### src/rtl/fp13_mul_arbiter_pkg.sv
// Shared definitions for the fp13 multiplier arbiter: float word layout,
// requester IDs and controller state encoding.
package fp13_mul_arbiter_pkg;

  localparam int unsigned NB_FLOAT = 13;

  localparam int unsigned SIGN_BIT = 12;
  localparam int unsigned EXP_MSB  = 11;
  localparam int unsigned EXP_LSB  = 8;
  localparam int unsigned MAN_MSB  = 7;
  localparam int unsigned MAN_LSB  = 0;
  localparam int unsigned EXP_BIAS = 7;
  localparam int unsigned EXP_MAX  = 15;

  localparam logic ID_A = 1'b0;
  localparam logic ID_B = 1'b1;

  typedef enum logic [1:0] {
    S_IDLE = 2'd0,
    S_CALC = 2'd1,
    S_DONE = 2'd2
  } state_t;

endpackage : fp13_mul_arbiter_pkg

### src/rtl/fp13_mul_arbiter_fmul.sv
// Combinational 13-bit float multiplier (1/4/8, bias 7). Zero exponent is
// treated as zero, mantissa product is truncated, overflow saturates.
module fp13_mul_arbiter_fmul
  import fp13_mul_arbiter_pkg::*;
(
  input  logic [NB_FLOAT-1:0] op1_i,
  input  logic [NB_FLOAT-1:0] op2_i,
  output logic [NB_FLOAT-1:0] prod_o
);

  logic        sign;
  logic [3:0]  exp_a, exp_b, exp_r;
  logic [8:0]  man_a, man_b;
  logic [17:0] man_prod;
  logic        norm;
  logic [7:0]  man_r;
  logic [5:0]  exp_sum;

  always_comb begin
    sign     = op1_i[SIGN_BIT] ^ op2_i[SIGN_BIT];
    exp_a    = op1_i[EXP_MSB:EXP_LSB];
    exp_b    = op2_i[EXP_MSB:EXP_LSB];
    man_a    = {1'b1, op1_i[MAN_MSB:MAN_LSB]};
    man_b    = {1'b1, op2_i[MAN_MSB:MAN_LSB]};
    man_prod = {9'b0, man_a} * {9'b0, man_b};
    // Product of two 1.x values lies in [1,4); bit 17 set means [2,4).
    norm     = man_prod[17];
    man_r    = norm ? man_prod[16:9] : man_prod[15:8];
    exp_sum  = {2'b00, exp_a} + {2'b00, exp_b} + {5'b0, norm};
    exp_r    = 4'(exp_sum - 6'(EXP_BIAS));

    if ((exp_a == '0) || (exp_b == '0) || (exp_sum <= 6'(EXP_BIAS))) begin
      prod_o = {sign, 12'b0};
    end else if (exp_sum > 6'(EXP_BIAS + EXP_MAX)) begin
      prod_o = {sign, 12'hFFF};
    end else begin
      prod_o = {sign, exp_r, man_r};
    end
  end

endmodule : fp13_mul_arbiter_fmul

### src/rtl/fp13_mul_arbiter.sv
// Round-robin controller sharing one fp13 multiplier between requesters A/B,
// with registered operands and a held result until the consumer accepts it.
module fp13_mul_arbiter
  import fp13_mul_arbiter_pkg::*;
(
  input  logic                i_clk,
  input  logic                i_rst_n,
  input  logic                i_valid_a,
  input  logic [NB_FLOAT-1:0] i_op1_a,
  input  logic [NB_FLOAT-1:0] i_op2_a,
  output logic                o_ready_a,
  input  logic                i_valid_b,
  input  logic [NB_FLOAT-1:0] i_op1_b,
  input  logic [NB_FLOAT-1:0] i_op2_b,
  output logic                o_ready_b,
  output logic [NB_FLOAT-1:0] o_result,
  output logic                o_result_id,
  output logic                o_result_valid,
  input  logic                i_result_ready,
  output logic                o_busy
);

  state_t              state_q, state_d;
  logic [NB_FLOAT-1:0] op1_q, op1_d, op2_q, op2_d;
  logic [NB_FLOAT-1:0] result_q, result_d;
  logic                id_q, id_d;
  logic                rr_q, rr_d;
  logic                grant_a, grant_b;
  logic                xfer_a, xfer_b;
  logic [NB_FLOAT-1:0] mul_prod;

  fp13_mul_arbiter_fmul u_fmul (
    .op1_i  (op1_q),
    .op2_i  (op2_q),
    .prod_o (mul_prod)
  );

  // rr_q names the requester that wins when both are valid.
  always_comb begin
    grant_a = i_valid_a & (~i_valid_b | (rr_q == ID_A));
    grant_b = i_valid_b & (~i_valid_a | (rr_q == ID_B));
    xfer_a  = i_valid_a & o_ready_a;
    xfer_b  = i_valid_b & o_ready_b;
  end

  always_ff @(posedge i_clk or negedge i_rst_n) begin
    if (!i_rst_n) begin
      state_q <= S_IDLE;
    end else begin
      state_q <= state_d;
    end
  end

  always_comb begin
    state_d = state_q;
    case (state_q)
      S_IDLE:  if (xfer_a || xfer_b) state_d = S_CALC;
      S_CALC:  state_d = S_DONE;
      S_DONE:  if (i_result_ready) state_d = S_IDLE;
      default: state_d = S_IDLE;
    endcase
  end

  always_comb begin
    o_ready_a      = (state_q == S_IDLE) & grant_a;
    o_ready_b      = (state_q == S_IDLE) & grant_b;
    o_result_valid = (state_q == S_DONE);
    o_busy         = (state_q != S_IDLE);
    o_result       = result_q;
    o_result_id    = id_q;
  end

  always_comb begin
    op1_d    = op1_q;
    op2_d    = op2_q;
    id_d     = id_q;
    rr_d     = rr_q;
    result_d = result_q;
    if (xfer_a) begin
      op1_d = i_op1_a;
      op2_d = i_op2_a;
      id_d  = ID_A;
      rr_d  = ID_B;
    end else if (xfer_b) begin
      op1_d = i_op1_b;
      op2_d = i_op2_b;
      id_d  = ID_B;
      rr_d  = ID_A;
    end
    if (state_q == S_CALC) begin
      result_d = mul_prod;
    end
  end

  always_ff @(posedge i_clk or negedge i_rst_n) begin
    if (!i_rst_n) begin
      op1_q    <= '0;
      op2_q    <= '0;
      id_q     <= ID_A;
      rr_q     <= ID_A;
      result_q <= '0;
    end else begin
      op1_q    <= op1_d;
      op2_q    <= op2_d;
      id_q     <= id_d;
      rr_q     <= rr_d;
      result_q <= result_d;
    end
  end

endmodule : fp13_mul_arbiter
### config.mk
export PLATFORM = sky130hd
export DESIGN_NAME = fp13_mul_arbiter
export DESIGN_NICKNAME = d
export VERILOG_FILES = /design/src/rtl/fp13_mul_arbiter_pkg.sv /design/src/rtl/fp13_mul_arbiter_fmul.sv /design/src/rtl/fp13_mul_arbiter.sv
export SDC_FILE = /design/constraint.sdc
export NUM_CORES = 1
export LEC_CHECK = 0
export ABC_AREA = 1
export CORE_MARGIN = 2
export CORE_UTILIZATION = 35
export DETAILED_ROUTE_END_ITERATION = 12
export SYNTH_ARGS = -nofsm -noshare
export SYNTH_HDL_FRONTEND = slang
export SYNTH_SLANG_ARGS = --single-unit
### constraint.sdc
create_clock -name i_clk -period 11.6 [get_ports i_clk]
set_clock_uncertainty 0.1 [all_clocks]
set_input_delay 1.74 -clock i_clk [delete_from_list [all_inputs] [get_ports i_clk]]
set_output_delay 1.74 -clock i_clk [all_outputs]
set_load 0.01 [all_outputs]
======== Yosys cells after proc, flatten, opt, wreduce, memory -nomap -nowiden ========
Index checks and enable logic that the tools add are counted.
operators by class
  add/subtract/negate cells ............... 3
  $mul .................................... 1
  magnitude comparators ................... 2
  equal/unequal tests ..................... 4
  multiplexer cells ....................... 14
  bitwise operators ....................... 12
  reductions and logical operators ........ 9
operators by type and width
  kind                                                             number
  two-way mux 13 bit                                               4
  two-way mux 12 bit                                               2
  multiplier 9 x 9 -> 18 bit                                       1
  zero test 4 bit                                                  2
  two-way mux 8 bit                                                1
  adder 5 x 1 -> 6 bit                                             1
  AND 1 bit                                                        6
  > comparator 6 x 5 -> 1 bit (second input constant)              1
  less-or-equal comparator 6 x 3 -> 1 bit (second input constant)  1
  one-hot mux 2 bit (3 select lines)                               1
  adder 4 x 4 -> 5 bit                                             1
  two-way mux 1 bit                                                4
  two-way mux 2 bit                                                2
  nonzero test 2 bit                                               2
  subtractor 4 x 3 -> 4 bit (second input constant)                1
  logical OR 1 bit                                                 3
  NOT 1 bit                                                        3
  equality test 2 x 1 -> 1 bit (second input constant)             1
  equality test 2 bit (second input constant)                      1
  zero test 2 bit                                                  1
  != test 2 x 1 -> 1 bit (second input constant)                   1
  != test 2 bit (second input constant)                            1
  bitwise OR 1 bit                                                 2
  AND reduction 2 bit                                              1
  bitwise XOR 1 bit                                                1
storage, ports and cells
  register bits after elaboration ......... 43
  input bits .............................. 57
  output and inout port bits .............. 18
  word-level logic and storage cells ...... 51

======== Depth between registers and ports, before layout ========
Gate-level depths: netlist of run 1.
  depth in word-level cells ............... 8
  depth in mapped cells ................... 32

======== Modules after synthesis ========
A second synthesis of run 1 with hierarchy kept.
second synthesis, totals
  cell total of the unflattened synthesis .. 758
  area, all modules ....................... 5,293.8 µm²
by module, submodules not included
  module                 times used  cells an instance  area an instance (µm²)
  fp13_mul_arbiter_fmul  1           485                3,146.8
  fp13_mul_arbiter       1           273                2,147.1

======== Worst setup path before layout of run 1 ========
OpenSTA, ideal clock, no wires.
  path kind ............................... flip-flop to flip-flop
  start ................................... register op1_q[3]
  end ..................................... register result_q[4] (netlist: o_result[4])
  arrival ................................. 5.567 ns
  required time ........................... 11.434 ns
  slack ................................... 5.868 ns
  stages on the path, launching flop included .. 30
  path buffers ............................ 1
  period minus slack after synthesis ...... 5.732 ns
  cells stage by stage .................... dfrtp_1 -> clkbuf_1 -> inv_1 -> fa_1 -> inv_1 -> fa_1 -> fa_1 -> inv_1 -> fa_1 -> inv_1 -> ha_1 -> nand2_2 -> inv_2 -> nand2_1 -> nand2_1 -> a21oi_2 -> nand2_2 -> nand2_2 -> nand2_4 -> fa_1 -> inv_1 -> fa_1 -> ha_1 -> o21ai_1 -> nand2_2 -> inv_1 -> a21oi_1 -> nand2_1 -> nand2_1 -> nand2_1
between the ends
  longest elaborated chain between the ends .. 5
  elaborated cells on any way between the ends .. 8
  classes of those cells .................. 1 x add/sub; 1 x mul; 2 x order compare; 3 x mux; 1 x reduce/logical
ends and longest elaborated chain
  what                                                                                           line                                                      text
  start, declared                                                                                fp13_mul_arbiter.sv:24                                    logic [NB_FLOAT-1:0] op1_q, op1_d, op2_q, op2_d;
  start signal, assigned                                                                         fp13_mul_arbiter.sv:103                                   op1_q <= op1_d;
  multiplier 9 x 9 -> 18 bit (*)                                                                 fp13_mul_arbiter_fmul.sv:25                               man_prod = {9'b0, man_a} * {9'b0, man_b};
  adder 5 x 1 -> 6 bit                                                                           fp13_mul_arbiter_fmul.sv:29                               exp_sum = {2'b00, exp_a} + {2'b00, exp_b} + {5'b0, norm};
  > comparator 6 x 5 -> 1 bit / less-or-equal comparator 6 x 3 -> 1 bit (equally long branches)  fp13_mul_arbiter_fmul.sv:34, fp13_mul_arbiter_fmul.sv:32
  two-way mux 12 bit / logical OR 1 bit (equally long branches)                                  fp13_mul_arbiter_fmul.sv:34, fp13_mul_arbiter_fmul.sv:32
  two-way mux 12 bit (*)                                                                         fp13_mul_arbiter_fmul.sv:32                               if ((exp_a == '0) || (exp_b == '0) || (exp_sum <= 6'(EXP_BIAS))) begin
  end signal, assigned                                                                           fp13_mul_arbiter.sv:107                                   result_q <= result_d;
  end, declared                                                                                  fp13_mul_arbiter.sv:25                                    logic [NB_FLOAT-1:0] result_q, result_d;
Mark *: on every way between the ends. The rest lies on a longest branch, timed or not.
A chain may end at the register's enable or synchronous reset.

======== Final worst setup path of run 1 ========
  start ................................... register op2_q[6]
  end ..................................... register result_q[4] (netlist: o_result[4])
between the ends
  longest elaborated chain between the ends .. 5
  elaborated cells on any way between the ends .. 8
  classes of those cells .................. 1 x add/sub; 1 x mul; 2 x order compare; 3 x mux; 1 x reduce/logical
ends and longest elaborated chain
  what                                                                                           line                                                      text
  start, declared                                                                                fp13_mul_arbiter.sv:24
  start signal, assigned                                                                         fp13_mul_arbiter.sv:104                                   op2_q <= op2_d;
  multiplier 9 x 9 -> 18 bit (*)                                                                 fp13_mul_arbiter_fmul.sv:25
  adder 5 x 1 -> 6 bit                                                                           fp13_mul_arbiter_fmul.sv:29
  > comparator 6 x 5 -> 1 bit / less-or-equal comparator 6 x 3 -> 1 bit (equally long branches)  fp13_mul_arbiter_fmul.sv:34, fp13_mul_arbiter_fmul.sv:32
  two-way mux 12 bit / logical OR 1 bit (equally long branches)                                  fp13_mul_arbiter_fmul.sv:34, fp13_mul_arbiter_fmul.sv:32
  two-way mux 12 bit (*)                                                                         fp13_mul_arbiter_fmul.sv:32
Marks and branches as above.

==> run summary, run 1 <==
### Timing
• **Fmax** 164 MHz
• **period utilization** 52.6%
• **Fin Setup TNS** 0 ns
• **final critical-path required period** 6.10 ns
• **relative slew slack** 35.8%
• **number of max-slew violations in the final report** 0
• **unrepaired setup endpoints after global routing** false
• **measured slew at the worst slew-check pin** 0.961 ns
• **Hold Fails Final Rpt** 0
• **final number of setup-violating endpoints** 0
• **least setup slack across all paths after layout** 5.50 ns

### Die
• **top-level port count** 75
• **die boundary width** 123 um
• **DIE AREA** 0.0152 mm^2
• **Vert. Die Dim** 123 um
• **Std-Cell Core Area** 0.0139 mm^2
• **initial core utilization** 35.9%
• **Site Rows** 43

### Yosys
• **cell type with the highest aggregate area in the netlist** sky130_fd_sc_hd__dfrtp_1
• **synthesized netlist net count** 816
• **Synth Instances** 670
• **post-synthesis instance area** 0.00498 mm^2
• **number of warning messages in the yosys log** 0
• **Synth area leaders** sky130_fd_sc_hd__dfrtp_1, sky130_fd_sc_hd__fa_1, sky130_fd_sc_hd__nand2_1, sky130_fd_sc_hd__inv_1, sky130_fd_sc_hd__ha_1
• **post-synthesis sequential area ratio** 21.6%
• **per-instance average area after synthesis** 7.43 um^2
• **most used standard cells in the synthesized netlist** sky130_fd_sc_hd__nand2_1, sky130_fd_sc_hd__inv_1, sky130_fd_sc_hd__fa_1
• **Async SR Flop Fraction** 100%
• **number of enable-type register cells in the synthesized netlist** 0
• **flops & latches, synth** 43
• **post-synth top area share** 21.6%
• **number of unique standard cell types used by synthesis** 36
• **predominant post-synthesis flop cell** sky130_fd_sc_hd__dfrtp_1
• **cell with the most instances after synthesis** sky130_fd_sc_hd__nand2_1

### Final layout
• **number of filler instances in the final layout** 1,423
• **fraction of final layout cells sized beyond drive strength 1** 5.37%
• **Finished Core Util** 43.2%
• **Antenna Cells** 0
• **Final #Nets** 871
• **Layout Cell Area excl Fill** 0.00599 mm^2
• **Syn-to-layout area delta** 20.4%

### Global routing
• **gr ovfl total** 0
• **via count of the first global-routing pass** 4,400
• **global-route total usage across every layer** 16.1%
• **first-pass GRT wire length** 19,600 um
• **largest net degree at the start of global routing** 44
• **initial antenna violation count** 0

### Clock tree
• **CTS root buf** sky130_fd_sc_hd__clkbuf_16
• **Clk pin slew, worst setup/hold paths** 0.06 ns
• **H-Tree Depth** 2
• **clock buffer depth** 2
• **CTS sink cnt** 43
• **buffer count from post-CTS setup fixing** 0
• **post-CTS resize count** 0
• **Clock Latency Late Sink** 0.29 ns
• **hold buffer count at cts** 0
• **clock tree from TritonCTS** yes
• **number of clock buffers inserted by TritonCTS** 5

### Drt
• **number of design rule violations left after detail routing** 0
• **via count** 4,227
• **post-detailed-routing wire length** 11,100 um
• **router iterations before antenna repair** 5
• **residual antenna-violating net count after detailed routing** 0
• **routed len/inst** 12.2 um
• **number of vias per cell after detailed routing** 4.67
• **initial DRC count** 215

### Critical path
• **crit path launch type** flip-flop
• **classification of the worst setup path** reg2reg
• **slowest CP cell** sky130_fd_sc_hd__fa_1
• **crit path max fanout** 10
• **CP arrival** 6.23 ns
• **maximum single-stage delay on the critical path** 0.53 ns
• **data required time of the critical path** 11.73 ns
• **Critical Path Source** op2_q[6]$_DFFE_PN0P_
• **kind of end point of the critical path** flip-flop
• **cell seen most often among critical-path stages** sky130_fd_sc_hd__inv_1
• **Crit Reg-Reg Startpoint** op2_q[6]$_DFFE_PN0P_

### Hold path
• **Worst Hold Class** reg2reg
• **hold wc startpoint** o_result[11]$_DFFE_PN0N_

### Placement
• **DPL Wire Length** 9430 um
• **Post-Place Worst Slack** 5.55 ns
• **gp weighted congestion** 0.944
• **placed standard-cell area** 0.00583 mm^2
• **total of buffers placed on input and output ports** 74

### Run
• **max-cap viol count** 0

### Status
• **outcome** completed

==> layout make-up <==
cell class / instances / area [um^2] / area share, %
clock buffers: 5 / 125 / 2.09
repair buffers: 76 / 751 / 12.5
inverters: 158 / 593 / 9.89
well taps: 180 / 225 / 3.76
clock inverters: 3 / 43.8 / 0.731
flip-flops and latches: 43 / 1080 / 18.0
multi-input cells: 441 / 3180 / 53.1
==> critical path, delay by kind of cell, from the launching register on <==
kind,cells,cell delay (ns)
buf+inv,8,0.63
flops,1,0.52
compound gates,3,0.41
fa+ha+maj,8,3.44
simple gates,11,0.91
==> worst paths after layout <==
path,slack [ns],cells past startpoint,endpoint
worst max-delay path,5.50,30,o_result[4]$_DFFE_PN0N_
worst min-delay path,0.38,1,o_result[11]$_DFFE_PN0N_
worst max register to register,5.50,30,o_result[4]$_DFFE_PN0N_
worst min register to register,0.38,1,o_result[11]$_DFFE_PN0N_
max in group asynchronous,9.29,1,op2_q[0]$_DFFE_PN0P_
min in group asynchronous,1.49,1,o_result[2]$_DFFE_PN0N_
==> sequential cells by signal, indices dropped and copies added, names as in the netlist <==
name         flops
state_q          2
op2_q           13
o_result        13
op1_q           13
o_result_id      1
rr_q             1
==> metrics by stage <==
stage | hold WS, ns | std cells
2_1_floorplan | 0.401 | 670
3_5_place_dp | 0.366 | 898
6_report | 0.381 | 906
4_1_cts | 0.380 | 906
5_1_grt | 0.407 | 906
3_3_place_gp | 0.363 | 898
==> metal layers <==
metal | vias up | global-route usage, % | wire [um]
met2 | 101 | 28.6 | 5400
met4 | 0 | 5.40 | 211
li1 | 2116 | - | -
met3 | 12 | 1.85 | 401
met1 | 1998 | 20.4 | 5070
met5 | - | 0 | 0
==> layout by cell type, fill, tap and decap left out, types with 10 or more instances in the layout <==
cell type	n
sky130_fd_sc_hd__dfrtp_1	43
sky130_fd_sc_hd__nand2_1	185
sky130_fd_sc_hd__o21ai_0	26
sky130_fd_sc_hd__inv_1	155
sky130_fd_sc_hd__nand3_1	35
sky130_fd_sc_hd__nor2_1	27
sky130_fd_sc_hd__fa_1	51
sky130_fd_sc_hd__a21oi_1	14
sky130_fd_sc_hd__o22ai_1	15
sky130_fd_sc_hd__ha_1	38
sky130_fd_sc_hd__clkdlybuf4s50_1	73
sky130_fd_sc_hd__nand2_2	10
==> cells by family after synthesis <==
group	after synthesis	share of synthesized area, %
fa+ha+maj	89	30.1
simple gates	277	24.3
xor+xnor	9	2.11
flops	43	21.6
compound gates	66	7.44
buf+inv	186	14.5
Power of run 1 is not shown: default switching activity piles up to over one toggle a cycle in this logic, so the estimate is an artifact.
==> inputs of run 2 (changes only) <==
==> constraint.sdc (replaced) <==
create_clock -name i_clk -period 5.1 [get_ports i_clk]
set_clock_uncertainty 0.1 [all_clocks]
set_input_delay 0.765 -clock i_clk [delete_from_list [all_inputs] [get_ports i_clk]]
set_output_delay 0.765 -clock i_clk [all_outputs]
set_load 0.01 [all_outputs]
==> run summary, run 2 (synthesis gave the netlist of run 1 again) <==
### Critical path
• **crit path max fanout** 7, was 10
• **FF-to-FF path depth** 28, was 30
• **Critical Path Source** op1_q[3]$_DFFE_PN0P_, was op2_q[6]$_DFFE_PN0P_
• **kind of end point of the critical path** flip-flop, unchanged
• **termination of the worst setup path** o_result[4]$_DFFE_PN0N_, unchanged
• **data required time of the critical path** 5.23 ns, was 11.73 ns
• **classification of the worst setup path** reg2reg, unchanged
• **maximum single-stage delay on the critical path** 0.53 ns, about the same
• **crit path launch type** flip-flop, unchanged
• **Crit Reg-Reg Startpoint** op1_q[3]$_DFFE_PN0P_, was op2_q[6]$_DFFE_PN0P_
• **CP arrival** 5.63 ns, was 6.23 ns
• **reg-to-reg slack, setup** -0.40 ns, was 5.50 ns
• **worst r2r dst** o_result[4]$_DFFE_PN0N_, unchanged
• **slowest CP cell** sky130_fd_sc_hd__fa_1, unchanged

### Drt
• **router iterations before antenna repair** 4, was 5
• **routed len/inst** 12.9 um, was 12.2 um
• **number of design rule violations left after detail routing** 0, unchanged
• **number of vias per cell after detailed routing** 4.60, was 4.67
• **via count** 4,546, was 4,227
• **initial DRC count** 225, was 215
• **post-detailed-routing wire length** 12,700 um, was 11,100 um
• **residual antenna-violating net count after detailed routing** 0, unchanged

### Final layout
• **number of filler instances in the final layout** 1,394, was 1,423
• **Syn-to-layout area delta** 38.2%, was 20.4%
• **Finished Core Util** 49.6%, was 43.2%
• **fraction of final layout cells sized beyond drive strength 1** 22.9%, was 5.37%
• **Final #Nets** 954, was 871
• **Antenna Cells** 0, unchanged
• **most frequent standard cell in the layout excluding fill and tap cells** sky130_fd_sc_hd__nand2_1, unchanged
• **most frequent cells in the layout** sky130_fd_sc_hd__nand2_1, sky130_fd_sc_hd__inv_1, sky130_fd_sc_hd__buf_4, was sky130_fd_sc_hd__nand2_1, sky130_fd_sc_hd__inv_1, sky130_fd_sc_hd__clkdlybuf4s50_1

### Placement
• **gp weighted congestion** 0.878, was 0.944
• **DPL Wire Length** 10,400 um, was 9430 um
• **total of buffers placed on input and output ports** 74, unchanged

### Global routing
• **largest net degree at the start of global routing** 44, unchanged
• **via count of the first global-routing pass** 4,768, was 4,400
• **gr ovfl total** 0, unchanged
• **initial antenna violation count** 0, unchanged
• **global-route total usage across every layer** 18.5%, was 16.1%
• **first-pass GRT wire length** 22,200 um, was 19,600 um

### Timing
• **unrepaired setup endpoints after global routing** true, was false
• **Hold Fails Final Rpt** 0, unchanged
• **final number of setup-violating endpoints** 12, was 0
• **number of max-slew violations in the final report** 0, unchanged
• **final critical-path required period** 5.50 ns, was 6.10 ns
• **measured slew at the worst slew-check pin** 0.986 ns, was 0.961 ns
• **least setup slack across all paths after layout** -0.400 ns, was 5.50 ns
• **Fmax** 182 MHz, was 164 MHz
• **period utilization** 108%, was 52.6%
• **relative slew slack** 34.1%, was 35.8%

### Die
• **Site Rows** 43, unchanged
• **Std-Cell Core Area** 0.0139 mm^2, unchanged
• **top-level port count** 75, unchanged
• **DIE AREA** 0.0152 mm^2, unchanged
• **initial core utilization** 35.9%, unchanged
• **Vert. Die Dim** 123 um, unchanged
• **die boundary width** 123 um, unchanged

### Hold path
• **Worst Hold Class** reg2reg, unchanged
• **hold wc startpoint** o_result[9]$_DFFE_PN0N_, was o_result[11]$_DFFE_PN0N_

### Clock tree
• **number of clock buffers inserted by TritonCTS** 5, unchanged
• **Clock Latency Late Sink** 0.29 ns, about the same
• **clock tree from TritonCTS** yes, unchanged
• **hold buffer count at cts** 0, unchanged
• **CTS root buf** sky130_fd_sc_hd__clkbuf_16, unchanged
• **CTS sink cnt** 43, unchanged
• **Clk pin slew, worst setup/hold paths** 0.06 ns, about the same
• **clock buffer depth** 2, unchanged
• **H-Tree Depth** 2, unchanged

### Status
• **violated checks** negative setup slack
• **outcome** complete, but fails checks, was completed

### Run
• **max-cap viol count** 0, unchanged

run 2: changes by cell type in the layout (fill, tap and decap cells not counted), moves of 5 or more:
cell,delta
sky130_fd_sc_hd__fa_2,+5
sky130_fd_sc_hd__inv_2,+15
sky130_fd_sc_hd__nand2_4,+5
sky130_fd_sc_hd__ha_1,-8
sky130_fd_sc_hd__inv_1,-17
sky130_fd_sc_hd__fa_1,-5
sky130_fd_sc_hd__ha_4,+8
sky130_fd_sc_hd__dfrtp_2,+13
sky130_fd_sc_hd__dfrtp_1,-13
sky130_fd_sc_hd__nand2_2,+9
sky130_fd_sc_hd__nand2_1,-14
sky130_fd_sc_hd__buf_4,+81
run 2: timing repair:
| item | 4_1_cts | 5_1_grt |
|---|---|---|
| setup endpoints to repair | 12 | 12 |
| resized for setup | 23 | 30 |
| buffers inserted | 12 | 7 |
| pin swaps | 10 | 20 |
run 2: layer usage:
| layer | share of wire [%] | up-vias | track usage [%] |
|---|---|---|---|
| met5 | 0 | - | 0 |
| met4 | 1.3 | 0 | 4.55 |
| met2 | 50 | 99 | 32.7 |
| li1 | - | 2287 | - |
| met3 | 5.9 | 12 | 3.41 |
| met1 | 43 | 2148 | 23.2 |
run 2: worst min-delay path by stage:
stage	end	slack (ns)	cells past startpoint
floorplan	o_result[0]$_DFFE_PN0N_	0.37	0
global placement	o_result[5]$_DFFE_PN0N_	0.37	2
detailed placement	o_result[6]$_DFFE_PN0N_	0.37	2
CTS	o_result[6]$_DFFE_PN0N_	0.39	2
global route	o_result[4]$_DFFE_PN0N_	0.42	2
finish	o_result[9]$_DFFE_PN0N_	0.38	2
run 2: per-stage QoR:
step                      cells  setup slack (ns)  TNS, ns  hold slack, ns  instance area, um^2
after floorplan             670            -0.231    -2.09           0.369                 5190
after global routing        989            -0.672    -7.46           0.416                 6880
after CTS                   982            -0.367    -3.76           0.386                 6740
after global placement      962            -0.434    -4.60           0.367                 6440
after detailed placement    962            -0.542    -5.71           0.370                 6440
final                       989            -0.400    -4.26           0.382                 6880
run 2: layout make-up:
| type | instances | area [um^2] | share of cell area, % |
|---|---|---|---|
| sequential | 43 | 1090 | 15.9 |
| clock buffer | 6 | 139 | 2.02 |
| inverter | 158 | 598 | 8.69 |
| timing repair buffer | 159 | 1380 | 20.1 |
| clock inverter | 2 | 35.0 | 0.509 |
| tap | 180 | 225 | 3.27 |
| multi-input combinational | 441 | 3410 | 49.6 |
run 2: worst max-delay path: cells and delay by family (launching register included):
| family | cells | cell delay [ns] |
|---|---|---|
| and+or+nand+nor | 10 | 0.72 |
| adders and majority gates | 8 | 3.27 |
| buffers and inverters | 7 | 0.47 |
| DFF | 1 | 0.46 |
| AOI/OAI and AO/OA | 3 | 0.40 |
Power of run 2 is left out for the same reason.
==> inputs of run 3 (changes only) <==
--- a/config.mk
+++ b/config.mk
@@ -9,6 +9,7 @@
 export CORE_MARGIN = 2
 export CORE_UTILIZATION = 35
 export DETAILED_ROUTE_END_ITERATION = 12
+export GPL_ROUTABILITY_DRIVEN = 0
 export SYNTH_ARGS = -nofsm -noshare
 export SYNTH_HDL_FRONTEND = slang
 export SYNTH_SLANG_ARGS = --single-unit
==> run summary, run 3 (synthesis gave the netlist of run 1 again) <==
### Global routing
• **initial antenna violation count** 0, unchanged
• **first-pass GRT wire length** 21,300 um, was 22,200 um
• **global-route total usage across every layer** 17.7%, was 18.5%
• **via count of the first global-routing pass** 4,797, was 4,768
• **gr ovfl total** 0, unchanged
• **largest net degree at the start of global routing** 44, unchanged

### Critical path
• **slowest CP cell** sky130_fd_sc_hd__fa_1, unchanged
• **crit path max fanout** 6, was 7
• **kind of end point of the critical path** flip-flop, unchanged
• **FF-to-FF path depth** 29, was 28
• **classification of the worst setup path** reg2reg, unchanged
• **maximum single-stage delay on the critical path** 0.52 ns, was 0.53 ns
• **cell seen most often among critical-path stages** sky130_fd_sc_hd__nand2_4
• **crit path launch type** flip-flop, unchanged
• **CP arrival** 5.59 ns, was 5.63 ns
• **Crit Reg-Reg Startpoint** op2_q[7]$_DFFE_PN0P_, was op1_q[3]$_DFFE_PN0P_
• **reg-to-reg slack, setup** -0.36 ns, was -0.40 ns
• **data required time of the critical path** 5.23 ns, about the same
• **worst r2r dst** o_result[2]$_DFFE_PN0N_, was o_result[4]$_DFFE_PN0N_

### Hold path
• **hold wc startpoint** o_result[10]$_DFFE_PN0N_, was o_result[9]$_DFFE_PN0N_
• **Hold Path End** o_result[10]$_DFFE_PN0N_, was o_result[9]$_DFFE_PN0N_
• **number of instances on the worst hold path** 2, unchanged
• **Worst Hold Class** reg2reg, unchanged

### Timing
• **relative slew slack** 34.5%, was 34.1%
• **Hold Fails Final Rpt** 0, unchanged
• **final number of setup-violating endpoints** 12, unchanged
• **number of max-slew violations in the final report** 0, unchanged
• **least setup slack across all paths after layout** -0.359 ns, was -0.400 ns
• **period utilization** 107%, was 108%
• **Fmax** 183 MHz, was 182 MHz
• **unrepaired setup endpoints after global routing** true, unchanged
• **measured slew at the worst slew-check pin** 0.980 ns, was 0.986 ns
• **final critical-path required period** 5.46 ns, was 5.50 ns

### Final layout
• **Layout Cell Area excl Fill** 0.00693 mm^2, was 0.00688 mm^2
• **Syn-to-layout area delta** 39.2%, was 38.2%
• **most frequent cells in the layout** sky130_fd_sc_hd__nand2_1, sky130_fd_sc_hd__inv_1, sky130_fd_sc_hd__buf_4, unchanged
• **Final #Nets** 961, was 954
• **fraction of final layout cells sized beyond drive strength 1** 22.8%, was 22.9%
• **most frequent standard cell in the layout excluding fill and tap cells** sky130_fd_sc_hd__nand2_1, unchanged
• **Antenna Cells** 0, unchanged

### Status
• **outcome** complete, but fails checks, unchanged
• **violated checks** negative setup slack, unchanged

### Die
• **Vert. Die Dim** 123 um, unchanged
• **Std-Cell Core Area** 0.0139 mm^2, unchanged
• **Site Rows** 43, unchanged
• **die boundary width** 123 um, unchanged
• **initial core utilization** 35.9%, unchanged
• **DIE AREA** 0.0152 mm^2, unchanged
• **top-level port count** 75, unchanged

### Drt
• **router iterations before antenna repair** 4, unchanged
• **number of design rule violations left after detail routing** 0, unchanged
• **via count** 4,585, was 4,546
• **initial DRC count** 194, was 225
• **routed len/inst** 12.5 um, was 12.9 um
• **number of vias per cell after detailed routing** 4.61, was 4.60
• **post-detailed-routing wire length** 12,400 um, was 12,700 um
• **residual antenna-violating net count after detailed routing** 0, unchanged

### Clock tree
• **Clk pin slew, worst setup/hold paths** 0.06 ns, about the same
• **number of clock buffers inserted by TritonCTS** 5, unchanged
• **CTS root buf** sky130_fd_sc_hd__clkbuf_16, unchanged
• **CTS sink cnt** 43, unchanged
• **H-Tree Depth** 2, unchanged
• **clock tree from TritonCTS** yes, unchanged
• **clock buffer depth** 2, unchanged
• **Clock Latency Late Sink** 0.29 ns, about the same

### Run
• **max-cap viol count** 0, unchanged

### Placement
• **DPL Wire Length** 10,100 um, was 10,400 um
• **Post-Place Worst Slack** -0.519 ns, was -0.542 ns
• **placed standard-cell area** 0.00644 mm^2, about the same
• **total of buffers placed on input and output ports** 74, unchanged

run 3: changes by cell type in the layout (fill, tap and decap cells not counted), moves of 2 or more:
| cell | previous run | this run |
|---|---|---|
| sky130_fd_sc_hd__dfrtp_2 | 13 | 10 |
| sky130_fd_sc_hd__nand2_4 | 10 | 8 |
| sky130_fd_sc_hd__buf_4 | 83 | 88 |
| sky130_fd_sc_hd__a21oi_2 | 1 | 3 |
| sky130_fd_sc_hd__inv_2 | 17 | 14 |
| sky130_fd_sc_hd__inv_4 | 2 | 0 |
| sky130_fd_sc_hd__inv_1 | 138 | 142 |
| sky130_fd_sc_hd__a21oi_1 | 13 | 11 |
| sky130_fd_sc_hd__dfrtp_1 | 30 | 33 |
run 3: what timing repair did:
action / 4_1_cts / 5_1_grt
hold buffers: 0 / 0
gates resized for setup: 16 / 28
endpoints found under the setup margin: 12 / 12
buffers inserted: 14 / 11
pin swaps: 14 / 24
run 3: worst max-delay path: cells and delay by family, from the launching register on:
family                   cells  cell delay (ns)
adder cells (fa/ha/maj)      8             3.25
AND/OR/NAND/NOR             11             0.78
buffers and inverters        8             0.51
flip-flops                   1             0.45
AO/OA/AOI/OAI                2             0.30
run 3: stage by stage:
step / setup TNS (ns) / hold slack, ns / cells / utilization (%)
finish: -3.60 / 0.379 / 995 / 49.9
global placement: -4.64 / 0.368 / 963 / 46.4
floorplan: -2.09 / 0.369 / 670 / -
detailed placement: -5.49 / 0.369 / 963 / 46.4
global route: -6.47 / 0.417 / 995 / 49.9
CTS: -3.99 / 0.385 / 984 / 48.5
run 3: cell type report:
type                    count  area, um^2
clock buffers               5         125
well taps                 180         225
flip-flops and latches     43        1090
multi-input cells         441        3420
inverters                 158         598
repair buffers            166        1440
fillers                  1351        6950
clock inverters             2        37.5
run 3: metal layers:
layer | vias to the layer above | track usage [%] | part of all wire (%)
li1 | 2293 | - | -
met1 | 2156 | 21.6 | 43
met2 | 113 | 31.5 | 49
met3 | 23 | 2.86 | 5.0
met4 | 0 | 6.18 | 2.3
met5 | - | 0 | 0
run 3: worst max path at each step:
stage | from | to | slack, ns | depth (start not counted)
after floorplan | op2_q[6]$_DFFE_PN0P_ | o_result[4]$_DFFE_PN0N_ | -0.23 | 31
after detailed placement | op1_q[3]$_DFFE_PN0P_ | o_result[4]$_DFFE_PN0N_ | -0.52 | 28
after CTS | op2_q[6]$_DFFE_PN0P_ | o_result[4]$_DFFE_PN0N_ | -0.38 | 30
after global routing | op2_q[5]$_DFFE_PN0P_ | o_result[4]$_DFFE_PN0N_ | -0.59 | 29
final | op2_q[7]$_DFFE_PN0P_ | o_result[2]$_DFFE_PN0N_ | -0.36 | 29
after global placement | op2_q[4]$_DFFE_PN0P_ | o_result[5]$_DFFE_PN0N_ | -0.44 | 28
Power of run 3 is left out for the same reason.
